===== src/rtl/fifo_ctrl.sv =====
// fifo_ctrl: pointer/flag controller for a 2**W entry FIFO whose storage
// lives in an external register file. The controller only produces the
// write enable, the addresses and the occupancy status.
module fifo_ctrl #(
  parameter int unsigned W = 2
) (
  input  logic         clk,
  input  logic         reset,
  input  logic         wr,
  input  logic         rd,
  output logic         wr_en,
  output logic [W-1:0] w_addr,
  output logic [W-1:0] r_addr,
  output logic         full,
  output logic         empty,
  output logic [W:0]   count,
  output logic         overflow,
  output logic         underflow
);

  logic [W-1:0] w_ptr;
  logic [W-1:0] r_ptr;
  logic [W-1:0] w_ptr_nxt;
  logic [W-1:0] r_ptr_nxt;
  logic         wr_acc;
  logic         rd_acc;

  // Request acceptance and incremented pointers (wrap is the natural
  // modulo-2**W rollover of a W-bit counter).
  always_comb begin
    wr_acc    = wr & ~full;
    rd_acc    = rd & ~empty;
    w_ptr_nxt = w_ptr + W'(1);
    r_ptr_nxt = r_ptr + W'(1);
  end

  // Addresses come straight from the pointer registers, so there is no
  // combinational path from wr/rd to the register-file addresses.
  always_comb begin
    wr_en  = wr_acc;
    w_addr = w_ptr;
    r_addr = r_ptr;
  end

  // Pointer, occupancy and flag registers; reset wins over any request.
  always_ff @(posedge clk) begin
    if (reset) begin
      w_ptr     <= '0;
      r_ptr     <= '0;
      count     <= '0;
      full      <= 1'b0;
      empty     <= 1'b1;
      overflow  <= 1'b0;
      underflow <= 1'b0;
    end else begin
      // A dropped request pulses its error flag even if the other side of
      // the same cycle is accepted.
      overflow  <= wr & full;
      underflow <= rd & empty;
      case ({wr_acc, rd_acc})
        2'b10: begin
          w_ptr <= w_ptr_nxt;
          count <= count + (W+1)'(1);
          empty <= 1'b0;
          full  <= (w_ptr_nxt == r_ptr);
        end
        2'b01: begin
          r_ptr <= r_ptr_nxt;
          count <= count - (W+1)'(1);
          full  <= 1'b0;
          empty <= (r_ptr_nxt == w_ptr);
        end
        2'b11: begin
          w_ptr <= w_ptr_nxt;
          r_ptr <= r_ptr_nxt;
        end
        default: begin
        end
      endcase
    end
  end

endmodule


===== config.mk =====
export PLATFORM = sky130hd
export DESIGN_NAME = fifo_ctrl
export DESIGN_NICKNAME = d
export VERILOG_FILES = /design/src/rtl/fifo_ctrl.sv
export SDC_FILE = /design/constraint.sdc
export NUM_CORES = 1
export LEC_CHECK = 0
export CAP_MARGIN = 20
export CORE_MARGIN = 4
export CORE_UTILIZATION = 30
export CTS_CLUSTER_SIZE = 12
export DETAILED_ROUTE_END_ITERATION = 10
export SKIP_LAST_GASP = 1
export SLEW_MARGIN = 20
export SYNTH_ARGS = -nofsm -noshare
export SYNTH_HDL_FRONTEND = slang
export SYNTH_SLANG_ARGS = --single-unit

===== constraint.sdc =====
create_clock -name clk -period 3.14 [get_ports clk]
set_clock_uncertainty 0.2 [all_clocks]
set_input_delay 0.628 -clock clk [delete_from_list [all_inputs] [get_ports clk]]
set_output_delay 0.628 -clock clk [all_outputs]
set_load 0.005 [all_outputs]

==> results of run 1 <==
==> metal layers <==
metal  GRT usage, %  share of wire [%]  wire (um)
met3           3.01                6.0         58
met4           5.53                  0          0
met5              0                  0          0
met2           12.5                 44        425
met1           12.0                 50        479
==> cells by family (layout without fill, tap and decap cells) <==
kind of cell	Yosys count	count (layout)
AND/OR/NAND/NOR	23	23
XOR/XNOR	7	7
buffers and inverters	3	21
adder cells (fa/ha/maj)	3	3
AO/OA/AOI/OAI	4	4
flip-flops	11	11
multiplexers	4	4
==> state kept, by name, summed over array words and instances, names as in the netlist <==
name	flops
r_addr	2
underflow	1
overflow	1
count	3
full	1
w_addr	2
empty	1
==> cells in the mapped netlist <==
| master | number |
|---|---|
| clkbuf_1 | 1 |
| ha_1 | 3 |
| mux2_1 | 1 |
| dfxtp_1 | 11 |
| nand3b_1 | 2 |
| inv_1 | 1 |
| nor2_1 | 9 |
| buf_1 | 1 |
| nand2b_1 | 3 |
| xor2_1 | 5 |
| o22ai_1 | 1 |
| or3b_1 | 1 |
| xnor2_1 | 2 |
| a21oi_1 | 1 |
| or3_1 | 1 |
| a21oi_2 | 1 |
| mux2i_1 | 3 |
| o21ai_0 | 1 |
| nor2b_1 | 4 |
| nand2_1 | 3 |
==> worst min path at each step <==
stage | cells past startpoint | end | slack, ns
after floorplan | 2 | overflow | 0.25
after global placement | 2 | overflow | 0.26
after detailed placement | 2 | overflow | 0.27
after CTS | 2 | overflow | 0.28
after global routing | 2 | overflow | 0.32
final | 2 | overflow | 0.28
==> area by class of cell <==
type | count | area share [%]
clock buffers | 4 | 3.69
repair buffers | 16 | 22.1
inverters | 1 | 0.527
well taps | 16 | 2.81
flip-flops and latches | 11 | 30.9
multi-input cells | 41 | 39.9
==> worst max-delay path: stages <==
cell and delay, ns:
clkdlybuf4s50_1 0.50, nand2b_1 0.12, ha_1 0.24, xor2_1 0.15
ha_1 0.19, or3b_1 0.36, a21oi_2 0.13, mux2_1 0.32
==> per-stage QoR <==
step,std cells,power (mW),setup slack (ns),instance area (um2),hold WS [ns]
6_report,89,0.354,0.454,712,0.275
5_1_grt,89,0.376,0.325,712,0.316
4_1_cts,89,0.360,0.442,712,0.277
3_5_place_dp,85,0.265,0.177,686,0.265
3_3_place_gp,85,0.263,0.205,686,0.263
2_1_floorplan,55,0.219,0.731,515,0.253
==> where the power goes <==
| part | switching (mW) | total (mW) | internal [mW] |
|---|---|---|---|
| Combinational | 0.0348 | 0.0909 | 0.0561 |
| Clock | 0.0450 | 0.0940 | 0.0491 |
| Sequential | 0.0151 | 0.169 | 0.154 |
| Total | 0.0949 | 0.354 | 0.259 |
==> summary.txt, run 1 <==
Timing
  – Minimum clock period after layout: about 2.7 ns
  – Fmax: between 0.3 and 0.4 GHz
  – Final setup violation count: 0
  – Setup_tns: 0 ns
  – Rel. slew slack: 69.1%
  – RSZ-0062 raised after global routing: false
  – Final Hold Viols: 0
  – Max Slew Vio Count: 0
  – Final worst-path cycle share: between 80% and 90%
  – Actual slew at the worst max-slew pin: approximately 0.46 ns

Floorplanning
  – Core area: ~1600 um2
  – Die X: around 49 um
  – Die Area: 2450 um2
  – Ports: 16
  – Initial Util: about a third
  – Num rows: 14
  – Die H: 49.5 um

Placement
  – Port bufs: 15
  – Placer Congestion: about 0.76
  – Hpwl dp: slightly above 700 um

Power and ir drop
  – VDD IR-drop max: between 200 and 250 uV
  – Pleak: approximately 0.3 nW
  – Pwr Density: roughly 500 nW/um2

Clocking
  – Clk_lat worst skew: 0.26 ns
  – Post-CTS Hold Fix Bufs: 0
  – Clk sinks: 11
  – CTS root buf: clkbuf_4
  – Clock slew seen by the registers of the worst setup and hold paths: 0.07 ns
  – Clock Tree Buf Depth: 2
  – CTS buffer count: 3
  – CTS tree: done
  – H-tree levels: 1
  – Setup Buffers After CTS: 0
  – Post-CTS sizing: 0

GRT
  – Initial antenna violation count: 0
  – Pin count of the biggest net entering global routing: 14
  – Vias in the first global route: ~400
  – Grt ovf: 0
  – First-pass GRT wire length: 1730 um
  – Tot GR Track Use: roughly 9%

Routing
  – Initial drt markers: 5
  – DRT Pass-1 Iters: 3
  – Avg WL per Cell: ~11 um
  – Routed WL: around 960 um
  – Via count: 410
  – Antenna Nets Post-Route: 0
  – Via density per instance: between 4 and 5
  – Residual DRC count: 0

Worst setup path
  – Data required time of the worst path: around 3.1 ns
  – Critical Path Start: wr
  – FF-to-FF setup slack: about 0.90 ns
  – CP endpoint kind: flop
  – Worst setup endpoint: count[2]
  – Worst r2r src: full
  – Crit Path Max Fanout: 3
  – R2r worst-path depth: 7
  – Worst Setup Start Kind: input pin
  – R2R Path End: count[2]
  – Setup CP Type: in -> reg
  – Arr. time, crit path: around 2.6 ns

Layout
  – Synth-to-Final Area Change: 38.1%
  – Layout net count: around 80
  – Area taken by multi-input logic gates: between 200 and 300 um2
  – Core Util, Final: between 40% and 50%
  – Fillers: between 150 and 200
  – Layout cells sized above 1: about 6.8%
  – Diode count: 0
  – Seq. cell area: about 220 um2
  – Commonest non-fill, non-tap cell in the layout: clkdlybuf4s50_1
  – Commonest non-fill, non-tap cells in the layout: clkdlybuf4s50_1 (15), dfxtp_1 (11), nor2_1 (9)

Yosys
  – Post-synth top area cell: dfxtp_1
  – Top cells by area, synth: dfxtp_1 (43%), xor2_1 (8.5%), ha_1 (7.3%)
  – Mapped Avg Cell Area: 9.37 um2
  – Syn Nets: between 60 and 70
  – Post-Synth Adder-Cell Area: under 10%
  – Largest family of logic cells by synthesized area: simple AND/OR/NAND/NOR gates
  – Post-synthesis cell count: 55
  – Synthesized flop and latch total: 11
  – Post-synthesis mux area share: roughly 8%
  – Synth Area in Compound Gates: between 4 and 5%
  – Mapped cell area: 515 um2
  – Synth top area share: between 40 and 50%
  – Xor-xnor portion of the synthesized cell area: between 10% and 20%
  – Synth warn: 0
  – Yosys cell types: 20
  – Post-synthesis simple-gate area fraction: a little under a quarter
  – Register area share after synthesis: 42.7%

Hold path
  – Tightest Hold Check Type: reg -> reg
  – Hold path startpoint: full

Run status
  – Status: finished clean

Run
  – Max-Cap Viols: 0
No activity file was read; power rests on OpenSTA's default activity.
==> run 2, diff against run 1 <==
Settings changed: DONT_BUFFER_PORTS set to 1, RECOVER_POWER set to 25.
==> summary.txt, run 2 (synthesized netlist as in run 1, its figures left out) <==
Run status
  – Status: finished clean (unchanged)

Routing
  – Routed WL: 928 um (was 963 um)
  – Avg WL per Cell: 12.7 um (was 10.8 um)
  – Via density per instance: 4.86 (was 4.61)
  – Initial drt markers: 5 (unchanged)
  – Via count: 355 (was 410)
  – Residual DRC count: 0 (unchanged)
  – Antenna Nets Post-Route: 0 (unchanged)
  – DRT Pass-1 Iters: 4 (was 3)

Worst setup path
  – Worst Setup Start Kind: flop (was input pin)
  – Crit Path Max Fanout: 5 (was 3)
  – Data required time of the worst path: 3.09 ns (about the same)
  – Setup CP Type: reg -> reg (was in -> reg)
  – Arr. time, crit path: 2.21 ns (was 2.64 ns)
  – CP endpoint kind: flop (unchanged)

Run
  – Max-Cap Viols: 0 (unchanged)

Clocking
  – H-tree levels: 1 (unchanged)
  – CTS root buf: clkbuf_4 (unchanged)
  – Clk sinks: 11 (unchanged)
  – Clock slew seen by the registers of the worst setup and hold paths: 0.07 ns (about the same)
  – Clock Tree Buf Depth: 2 (unchanged)
  – Setup Buffers After CTS: 0 (unchanged)
  – Clk_lat worst skew: 0.26 ns (about the same)
  – Post-CTS Hold Fix Bufs: 0 (unchanged)
  – Post-CTS sizing: 0 (unchanged)
  – CTS buffer count: 3 (unchanged)
  – CTS tree: done (unchanged)

Placement
  – Placer Congestion: 0.665 (was 0.759)
  – Pre-CTS setup slack: 0.627 ns (was 0.177 ns)
  – Port bufs: 0 (was 15)
  – Hpwl dp: 707 um (was 706 um)
  – Placed cell area: 528 um2 (was 686 um2)
  – Placed cell count: 69 (was 85)

Power and ir drop
  – VDD IR-drop max: 187 uV (was 240 uV)
  – Pleak: 0.235 nW (was 0.295 nW)
  – PnR Total Power: 0.321 mW (was 0.354 mW)
  – Pwr Density: 579 nW/um2 (was 498 nW/um2)

GRT
  – Tot GR Track Use: 8.26% (was 9.04%)
  – Pin count of the biggest net entering global routing: 14 (unchanged)
  – First-pass GRT wire length: 1460 um (was 1730 um)
  – Initial antenna violation count: 0 (unchanged)
  – Grt ovf: 0 (unchanged)
  – Vias in the first global route: 325 (was 401)

Timing
  – Actual slew at the worst max-slew pin: 0.268 ns (was 0.463 ns)
  – RSZ-0062 raised after global routing: false (unchanged)
  – Fmax: 0.442 GHz (was 0.372 GHz)
  – PnR worst setup slack: 0.877 ns (was 0.454 ns)
  – Final Hold Viols: 0 (unchanged)
  – Rel. slew slack: 82.1% (was 69.1%)
  – Setup_tns: 0 ns (unchanged)
  – Final setup violation count: 0 (unchanged)
  – Final worst-path cycle share: 72.1% (was 85.5%)
  – Minimum clock period after layout: 2.26 ns (was 2.69 ns)
  – Max Slew Vio Count: 0 (unchanged)

Floorplanning
  – Ports: 16 (unchanged)
  – Die X: 49.5 um (unchanged)
  – Num rows: 14 (unchanged)
  – Die Area: 2450 um2 (unchanged)
  – Die H: 49.5 um (unchanged)
  – Initial Util: 33.1% (unchanged)
  – Core area: 1560 um2 (unchanged)

Layout
  – Layout cells sized above 1: 7.02% (was 6.85%)
  – Diode count: 0 (unchanged)
  – Largest register FFs: 3 (unchanged)
  – Layout net count: 65 (was 81)
  – Fillers: 167 (was 153)
  – Non-Filler Instances: 73 (was 89)
  – Synth-to-Final Area Change: 7.52% (was 38.1%)
  – Top reg by flops: count (unchanged)
  – Commonest non-fill, non-tap cells in the layout: dfxtp_1 (11), nor2_1 (9), xor2_1 (5) (was clkdlybuf4s50_1 (15), dfxtp_1 (11), nor2_1 (9))
  – Commonest non-fill, non-tap cell in the layout: dfxtp_1 (was clkdlybuf4s50_1)
  – Design area: 554 um2 (was 712 um2)

Hold path
  – Tightest Hold Check Type: in -> reg (was reg -> reg)
run 2: changes by cell type in the layout (fill, tap and decap cells not counted), sizes merged:
| cell | delta |
|---|---|
| buf | -1 |
| clkdlybuf4s50 | -15 |
run 2: worst paths after layout:
kind                            startpoint   endpoint  slack, ns  cells past startpoint
worst max-delay path                  full   count[2]       0.88                      7
worst min-delay path                 reset  w_addr[0]       0.23                      1
worst max register to register        full   count[2]       0.88                      7
worst min register to register       empty  underflow       0.29                      2
run 2: metal layers:
metal | track usage (%) | up-vias | part of all wire (%)
met4 | 6.91 | 0 | 1.4
met5 | 0 | - | 0
met1 | 8.42 | 158 | 43
met2 | 12.1 | 12 | 45
met3 | 4.82 | 2 | 11
li1 | - | 183 | -
run 2: stage by stage:
step / hold slack, ns / utilization [%]
CTS: 0.212 / 35.6
detailed placement: 0.292 / 33.9
global route: 0.209 / 35.6
floorplan: 0.253 / -
finish: 0.225 / 35.6
global placement: 0.282 / 33.9
run 2: layout make-up:
class | instances | area [um2] | share of cell area [%]
clock buffers | 4 | 26.3 | 4.74
well taps | 16 | 20.0 | 3.61
multi-input cells | 41 | 284 | 51.2
inverters | 1 | 3.75 | 0.677
flip-flops and latches | 11 | 220 | 39.7
run 2: worst max-delay path, cell delays in order, from the launching register on:
cell      delay, ns
dfxtp_1        0.35
nand2b_1       0.20
ha_1           0.25
xor2_1         0.15
ha_1           0.19
or3b_1         0.36
a21oi_2        0.13
mux2_1         0.33
run 2: power breakdown:
part	switching, mW	internal, mW
clock	0.0467	0.0491
combinational	0.0250	0.0276
sequential	0.0183	0.154
total	0.0900	0.231
==> run 3, diff against run 2 <==
Clock period 3.14 ns to 2 ns, I/O delays scaled along.
==> summary.txt, run 3 (synthesized netlist as in run 1, its figures left out) <==
Run status
  – Status: finished with violations (was finished clean)
  – Failing checks: negative setup slack

Layout
  – Largest register FFs: 3 (unchanged)
  – Commonest non-fill, non-tap cells in the layout: dfxtp_1 (10), nor2_1 (9), buf_4 (7) (was dfxtp_1 (11), nor2_1 (9), xor2_1 (5))
  – Top reg by flops: count (unchanged)
  – Design area: 647 um2 (was 554 um2)
  – Diode count: 0 (unchanged)
  – Commonest non-fill, non-tap cell in the layout: dfxtp_1 (unchanged)
  – Layout net count: 73 (was 65)
  – Synth-to-Final Area Change: 25.5% (was 7.52%)
  – Layout cells sized above 1: 26.2% (was 7.02%)
  – Core Util, Final: 41.5% (was 35.6%)
  – Fillers: 150 (was 167)

Placement
  – Hpwl dp: 771 um (was 707 um)
  – Placed cell area: 563 um2 (was 528 um2)
  – Placer Congestion: 0.613 (was 0.665)
  – Port bufs: 0 (unchanged)

Floorplanning
  – Initial Util: 33.1% (unchanged)
  – Core area: 1560 um2 (unchanged)
  – Num rows: 14 (unchanged)
  – Die X: 49.5 um (unchanged)
  – Die Area: 2450 um2 (unchanged)
  – Die H: 49.5 um (unchanged)
  – Ports: 16 (unchanged)

Timing
  – Rel. slew slack: 78.4% (was 82.1%)
  – Minimum clock period after layout: 2.08 ns (was 2.26 ns)
  – Fmax: 0.482 GHz (was 0.442 GHz)
  – PnR worst setup slack: -0.0759 ns (was 0.877 ns)
  – Final setup violation count: 1 (was 0)
  – Actual slew at the worst max-slew pin: 0.323 ns (was 0.268 ns)
  – Setup_tns: -0.0759 ns (was 0 ns)
  – Hold slack: 0.0377 ns (was 0.225 ns)
  – Final worst-path cycle share: 104% (was 72.1%)
  – Final Hold Viols: 0 (unchanged)
  – RSZ-0062 raised after global routing: true (was false)
  – Max Slew Vio Count: 0 (unchanged)

Routing
  – Avg WL per Cell: 13.4 um (was 12.7 um)
  – Routed WL: 1090 um (was 928 um)
  – Antenna Nets Post-Route: 0 (unchanged)
  – Via density per instance: 4.81 (was 4.86)
  – Residual DRC count: 0 (unchanged)
  – Via count: 390 (was 355)
  – Initial drt markers: 5 (unchanged)
  – DRT Pass-1 Iters: 2 (was 4)

Hold path
  – Hold Path Stages: 1 (unchanged)
  – Hold path startpoint: reset (unchanged)
  – Hold EP: full (was w_addr[0])
  – Tightest Hold Check Type: in -> reg (unchanged)

Clocking
  – CTS buffer count: 3 (unchanged)
  – Clk_lat worst skew: 0.26 ns (about the same)
  – Clock Tree Buf Depth: 2 (unchanged)
  – Clock slew seen by the registers of the worst setup and hold paths: 0.07 ns (about the same)
  – Clk sinks: 11 (unchanged)
  – CTS root buf: clkbuf_4 (unchanged)
  – H-tree levels: 1 (unchanged)
  – CTS tree: done (unchanged)

Power and ir drop
  – Pleak: 0.275 nW (was 0.235 nW)
  – VDD IR-drop max: 208 uV (was 187 uV)
  – Pwr Density: 830 nW/um2 (was 579 nW/um2)

Worst setup path
  – Setup CP Type: reg -> reg (unchanged)
  – FF-to-FF setup slack: -0.08 ns (was 0.88 ns)
  – Slowest CP cell: or3b_1 (unchanged)
  – Crit-path cells: nand2b_4, ha_4, xor2_1, ha_2, or3b_1, a21oi_2, mux2_4 (was nand2b_1, ha_1, xor2_1, ha_1, or3b_1, a21oi_2, mux2_1)
  – Data required time of the worst path: 1.96 ns (was 3.09 ns)
  – Arr. time, crit path: 2.03 ns (was 2.21 ns)
  – R2r worst-path depth: 7 (unchanged)
  – CP endpoint kind: flop (unchanged)
  – Crit Path Max Fanout: 2 (was 5)
  – Worst Setup Start Kind: flop (unchanged)
  – R2R Path End: count[2] (unchanged)
  – CP max stage delay: 0.36 ns (about the same)
  – Worst r2r src: full (unchanged)

GRT
  – Grt ovf: 0 (unchanged)
  – Pin count of the biggest net entering global routing: 9 (was 14)
  – Initial antenna violation count: 0 (unchanged)
  – Vias in the first global route: 379 (was 325)
  – Tot GR Track Use: 9.53% (was 8.26%)
  – First-pass GRT wire length: 1770 um (was 1460 um)

Run
  – Max-Cap Viols: 0 (unchanged)
## run 3: cell types whose count changed in the layout (fill, tap and decap cells not counted), sizes merged
cell         delta
buf             +7
dlygate4sd3     +1
## run 3: area by class of cell
| type | instances | area (um2) | share of cell area, % |
|---|---|---|---|
| repair buffers | 8 | 62.6 | 9.67 |
| well taps | 16 | 20.0 | 3.09 |
| clock buffers | 4 | 26.3 | 4.06 |
| multi-input cells | 41 | 313 | 48.4 |
| flip-flops and latches | 11 | 221 | 34.2 |
| inverters | 1 | 3.75 | 0.580 |
## run 3: worst max-delay path, delay by kind of cell (launching register included)
family / cells / cell delay (ns)
DFF: 1 / 0.32
xor gates and xnor gates: 1 / 0.14
and+or+nand+nor: 2 / 0.51
muxes: 1 / 0.31
adders and majority gates: 2 / 0.34
AOI/OAI and AO/OA: 1 / 0.15
## run 3: worst max path at each step
stage / start / end
4_1_cts: full / count[2]
6_report: full / count[2]
5_1_grt: full / count[2]
2_1_floorplan: rd / count[2]
3_5_place_dp: rd / count[2]
3_3_place_gp: rd / count[2]
## run 3: what timing repair did
| item | CTS | global route |
|---|---|---|
| pin swaps | 3 | 2 |
| hold buffers | 1 | 0 |
| gates resized for setup | 5 | 0 |
| setup buffers | 1 | 2 |
| endpoints found under the hold margin | 8 | 0 |
| setup endpoints to repair | 1 | 1 |
## run 3: routing by layer
metal / up-vias / global-route usage, % / routed length (um)
met5: - / 0 / 0
met4: 0 / 6.91 / 14
met3: 2 / 3.01 / 47
met2: 8 / 16.5 / 602
met1: 177 / 9.54 / 424
li1: 203 / - / -
## run 3: report_power, final
part | internal, mW | switching [mW]
combinational | 0.0635 | 0.0530
sequential | 0.242 | 0.0270
clock | 0.0771 | 0.0739
## run 3: metrics by stage
stage,total power [mW],setup WS [ns],std cells
detailed placement,0.375,-0.216,73
CTS,0.542,-0.106,79
global route,0.570,-0.133,81
floorplan,0.345,-0.158,55
finish,0.537,-0.0759,81
global placement,0.368,-0.168,73
